## src/rtl/cpu_pkg.sv

```systemverilog
// cpu_pkg: opcode constants and sequencer state encodings shared by the sequencer files
package cpu_pkg;
  localparam logic [2:0] OP_HALT  = 3'd0;
  localparam logic [2:0] OP_LOAD  = 3'd1;
  localparam logic [2:0] OP_STORE = 3'd2;
  localparam logic [2:0] OP_JUMP  = 3'd3;
  localparam logic [2:0] OP_ALU0  = 3'd4;
  localparam logic [2:0] OP_ALU1  = 3'd5;
  localparam logic [2:0] OP_ALU2  = 3'd6;
  localparam logic [2:0] OP_ALU3  = 3'd7;
  typedef enum logic [2:0] {
    IDLE      = 3'd0,
    FETCH     = 3'd1,
    DECODE    = 3'd2,
    EXECUTE   = 3'd3,
    MEM       = 3'd4,
    WRITEBACK = 3'd5,
    HALT      = 3'd6
  } state_e;
endpackage

```

## src/rtl/wait_timer.sv

```systemverilog
// wait_timer: 8-bit memory-wait counter with clear priority and a saturating expired flag
// Ports: clk, rst_n (async active-low); clr zeroes the count; en counts one wait cycle;
//        expired is high once the count has reached MAX.
module wait_timer #(
  parameter int unsigned MAX = 15
) (
  input  logic clk,
  input  logic rst_n,
  input  logic clr,
  input  logic en,
  output logic expired
);
  logic [7:0] cnt_q, cnt_d;
  always_comb begin
    expired = cnt_q >= 8'(MAX);
    cnt_d   = clr ? 8'd0 : (en && !expired) ? cnt_q + 8'd1 : cnt_q;
  end
  always_ff @(posedge clk or negedge rst_n)
    if (!rst_n) cnt_q <= 8'd0;
    else        cnt_q <= cnt_d;
endmodule

```

## src/rtl/cpu_sequencer.sv

```systemverilog
// cpu_sequencer: multi-cycle instruction sequencer driving fetch, memory and datapath strobes
// Ports: clk, rst_n (async active-low); run enables execution; opcode/branch_taken from decoder/ALU;
//        imem_req/imem_ready and dmem_req/dmem_we/dmem_ready memory handshakes;
//        ir_load, pc_inc, pc_load, alu_start, rf_we single-cycle strobes; alu_op, rf_wsel datapath selects;
//        state_o, halted, error (sticky), retired (wrapping instruction count) status.
module cpu_sequencer
  import cpu_pkg::*;
#(
  parameter int unsigned WAIT_MAX = 15
) (
  input  logic        clk,
  input  logic        rst_n,
  input  logic        run,
  input  logic [2:0]  opcode,
  input  logic        branch_taken,
  input  logic        imem_ready,
  input  logic        dmem_ready,
  output logic        imem_req,
  output logic        dmem_req,
  output logic        dmem_we,
  output logic        ir_load,
  output logic        pc_inc,
  output logic        pc_load,
  output logic        alu_start,
  output logic        rf_we,
  output logic [2:0]  alu_op,
  output logic        rf_wsel,
  output logic [2:0]  state_o,
  output logic        halted,
  output logic        error,
  output logic [15:0] retired
);
  state_e      state_q, state_d;
  logic        error_q, error_d;
  logic [15:0] retired_q, retired_d;
  logic        retire, expired, waiting;
  // A wait cycle is a cycle spent in FETCH/MEM without ready; the count
  // restarts on every state change so each handshake gets its own budget.
  // Once the count sits at WAIT_MAX, a ready in that cycle still completes.
  assign waiting = (state_q == FETCH && !imem_ready) || (state_q == MEM && !dmem_ready);
  wait_timer #(.MAX(WAIT_MAX)) u_wait (
    .clk     (clk),
    .rst_n   (rst_n),
    .clr     (state_d != state_q),
    .en      (waiting),
    .expired (expired)
  );
  always_ff @(posedge clk or negedge rst_n)
    if (!rst_n) begin
      state_q   <= IDLE;
      error_q   <= 1'b0;
      retired_q <= 16'd0;
    end else begin
      state_q   <= state_d;
      error_q   <= error_d;
      retired_q <= retired_d;
    end
  always_comb begin
    state_d = state_q;
    error_d = error_q;
    retire  = 1'b0;
    case (state_q)
      IDLE:      state_d = run ? FETCH : IDLE;
      FETCH:     if (imem_ready) state_d = DECODE;
                 else if (expired) begin
                   state_d = HALT;
                   error_d = 1'b1;
                 end
      DECODE:    state_d = (opcode == OP_HALT) ? HALT : EXECUTE;
      EXECUTE:   if (opcode[2]) state_d = WRITEBACK;
                 else if (opcode == OP_JUMP) retire = 1'b1;
                 else state_d = MEM;
      MEM:       if (dmem_ready) begin
                   if (opcode == OP_LOAD) state_d = WRITEBACK;
                   else retire = 1'b1;
                 end else if (expired) begin
                   state_d = HALT;
                   error_d = 1'b1;
                 end
      WRITEBACK: retire = 1'b1;
      default:   state_d = state_q;
    endcase
    if (retire) state_d = run ? FETCH : IDLE;
    retired_d = retired_q + 16'(retire);
  end
  always_comb begin
    imem_req  = state_q == FETCH;
    ir_load   = imem_req && imem_ready;
    pc_inc    = ir_load;
    alu_start = state_q == EXECUTE;
    alu_op    = alu_start ? opcode : 3'd0;
    pc_load   = alu_start && opcode == OP_JUMP && branch_taken;
    dmem_req  = state_q == MEM;
    dmem_we   = dmem_req && opcode == OP_STORE;
    rf_we     = state_q == WRITEBACK;
    rf_wsel   = rf_we && opcode == OP_LOAD;
    halted    = state_q == HALT;
    state_o   = state_q;
    error     = error_q;
    retired   = retired_q;
  end
endmodule

```

## config.mk

```make
export PLATFORM = sky130hd
export DESIGN_NAME = cpu_sequencer
export DESIGN_NICKNAME = d
export VERILOG_FILES = /design/src/rtl/cpu_pkg.sv /design/src/rtl/wait_timer.sv /design/src/rtl/cpu_sequencer.sv
export SDC_FILE = /design/constraint.sdc
export NUM_CORES = 1
export LEC_CHECK = 0
export ABC_AREA = 1
export CORE_MARGIN = 1.5
export CORE_UTILIZATION = 45
export CTS_CLUSTER_DIAMETER = 40
export DETAILED_ROUTE_END_ITERATION = 8
export GPL_ROUTABILITY_DRIVEN = 0
export PLACE_DENSITY = 0.75
export REMOVE_ABC_BUFFERS = 1
export SYNTH_ARGS = -nofsm -noshare
export SYNTH_HDL_FRONTEND = slang
export SYNTH_SLANG_ARGS = --single-unit
```

## constraint.sdc

```tcl
create_clock -name clk -period 7 [get_ports clk]
set_input_delay 1.05 -clock clk [delete_from_list [all_inputs] [get_ports clk]]
set_output_delay 1.05 -clock clk [all_outputs]
set_load 0.02 [all_outputs]
```

==> flow_summary.toml <==
[run_status]
outcome = "completed"

[floorplanning]
design.die.area_sq_um = 4010
fp.dieW_um = 63.3
core_area_sq_um = 3420
die_h_um = 63.3
ios = 42
std_cell_rows = 21
start_util_pct = 47.9

[finish]
nets = 240
fin_area_sq_um = 2140
antennaDiodeCount = 0
area_growth_pct = 30.4
layout_commonest_cell = "clkdlybuf4s50_1"
final_util_pct = 62.5
drive_above_1_share_pct = 22.9
final_cell_mix = "41 x clkdlybuf4s50_1, 28 x dfrtp_1, 23 x inv_1, 23 x nand2_1, 19 x nor2_1"

[synth]
synth_seq_cells = 28
synthArstFlopShare_pct = 100
synthSimpleGateAreaFrac_pct = 35.2
synthAdderAreaFrac_pct = 2.29
synth_top_family_by_area = "simple AND/OR/NAND/NOR gates"
synth_edf_count = 0
synthMuxAreaShare_pct = 0
synth-xor-area-share_pct = 9.09
avgSynthCellArea_sq_um = 8.90
synth_compound_area_share_pct = 1.76
netlist_area_sq_um = 1640
yosys-top-cells-area = "dfrtp_1 43%, xor2_1 8.0%, nor2_2 5.3%"
yosysWarnings = 0
ys_types = 30
synth_area_leader_cell = "dfrtp_1"
synth_ff_type = "dfrtp_1"
ys_seq_area_share_pct = 42.8
synthCells = 184
synth_top_area_share_pct = 42.8

[timing]
slew_headroom_pct = 73.8
final_hold_viol_count = 0
slew_viol_final = 0
tightest_slew_ns = 0.394
clock.fmax_mhz = 272
setup_violations = 0
period_share_pct = 52.6
rsz0062_at_grt = "false"
timing.hold.ws_ns = 0.481
finClkSkew_ns = 0.0166
finalSetupTns_ns = 0
period_minus_slack_ns = 3.68

[critical_path]
worst-path-max-fanout = 4
worst-setup-path-type = "input pin to output pin"
worstPathRequired_ns = 5.95
critPathArrivalTime_ns = 2.63
end_kind = "output pin"
start_kind = "input pin"

[power]
leakagePower_nw = 1.05
fin_total_pwr_uw = 711
powerDensity_nw_per_um2 = 333
peakVddDrop_v = 0.000163

[clocking]
cts_max_path_buffers = 2
cts-root-buf = "clkbuf_4"
hold_buffers = 0
post_cts_buffers = 0
cts_sinks = 28
path_clk_slew_ns = 0.16
htree_levels = 1
clk_latency_ns = 0.33
post_cts_resized = 0
numCtsBuffers = 3
cts_tree = "yes"

[global_route]
grt_max_degree = 29
grt_use_total_pct = 15.0
gr-total-overflow = 0
antenna_found_initial = 0
grt_pass1_wl_mm = 4.92
grt_pass1_vias = 1187

[routing]
via_per_inst = 4.60
via_count = 1257
ant_nets = 0
drt-total-wl_mm = 2.78
drc = 0
drt_iter0_drc = 23
dr.pass1.iters = 4
wl_per_cell_um = 10.2

[hold_path]
hold_class = "register to register"

[placed_design]
hpwl_mm = 2.16
place_area_sq_um = 2080
port_buffers = 41

[run]
drv_cap = 0
==> cells in the mapped netlist, drive strengths merged (2+ instances only) <==
library cell	instances
xor2	15
nand2	36
dfrtp	28
nor2	36
buf	3
o21ai	2
xnor2	2
nor4	2
inv	30
nand3	19
ha	3
==> cell families (layout without fill, tap and decap cells) <==
group	after synthesis	count (layout)
simple gates	98	98
buf+inv	33	76
flops	28	28
xor+xnor	17	17
compound gates	5	5
fa+ha+maj	3	3
==> stage by stage <==
step	setup slack, ns	cells
after global routing	3.20	273
after global placement	3.34	269
final	3.32	273
after CTS	3.31	273
after floorplan	4.14	181
after detailed placement	3.31	269
==> layout make-up <==
type | instances | area [sq um]
Clock inverter | 1 | 30.0
Sequential cell | 28 | 701
Inverter | 30 | 115
Multi-Input combinational cell | 123 | 792
Tap cell | 46 | 57.6
Clock buffer | 3 | 22.5
Timing Repair Buffer | 42 | 418
Fill cell | 308 | 1280
==> state kept, by name, indices dropped and copies added, names as in the netlist <==
| register | cells |
|---|---|
| error | 1 |
| retired | 16 |
| state_o | 3 |
| u_wait.cnt_q | 8 |
==> metal layers <==
metal / wire (um) / vias to the layer above / global-route usage, %
met5: 0 / - / 0
met4: 13 / 0 / 2.45
met3: 134 / 2 / 2.86
met2: 1280 / 37 / 25.3
met1: 1360 / 574 / 20.3
li1: - / 644 / -
==> critical path, stage by stage <==
cell             delay, ns
clkdlybuf4s50_1       0.52
nand2_1               0.07
nor2_1                0.20
nand2_4               0.10
nor2_1                0.09
clkdlybuf4s50_1       0.60
==> power by group <==
part / internal (mW) / total, mW / switching [mW]
Combinational: 0.150 / 0.376 / 0.227
Sequential: 0.189 / 0.230 / 0.0411
Clock: 0.0579 / 0.104 / 0.0463
==> worst paths after layout <==
check                                        end  depth (start not counted)  slack [ns]                   from
max in group asynchronous   state_o[2]$_DFF_PN0_                          2        5.66                  rst_n
setup / recovery                         pc_load                          6        3.32              opcode[0]
min in group asynchronous   state_o[1]$_DFF_PN0_                          2        1.08                  rst_n
setup reg to reg           retired[14]$_DFF_PN0_                         16        4.47   state_o[0]$_DFF_PN0_
hold / removal             retired[15]$_DFF_PN0_                          1        0.48  retired[15]$_DFF_PN0_
hold reg to reg            retired[15]$_DFF_PN0_                          1        0.48  retired[15]$_DFF_PN0_
Note: power is estimated with default switching activity, not from simulation.
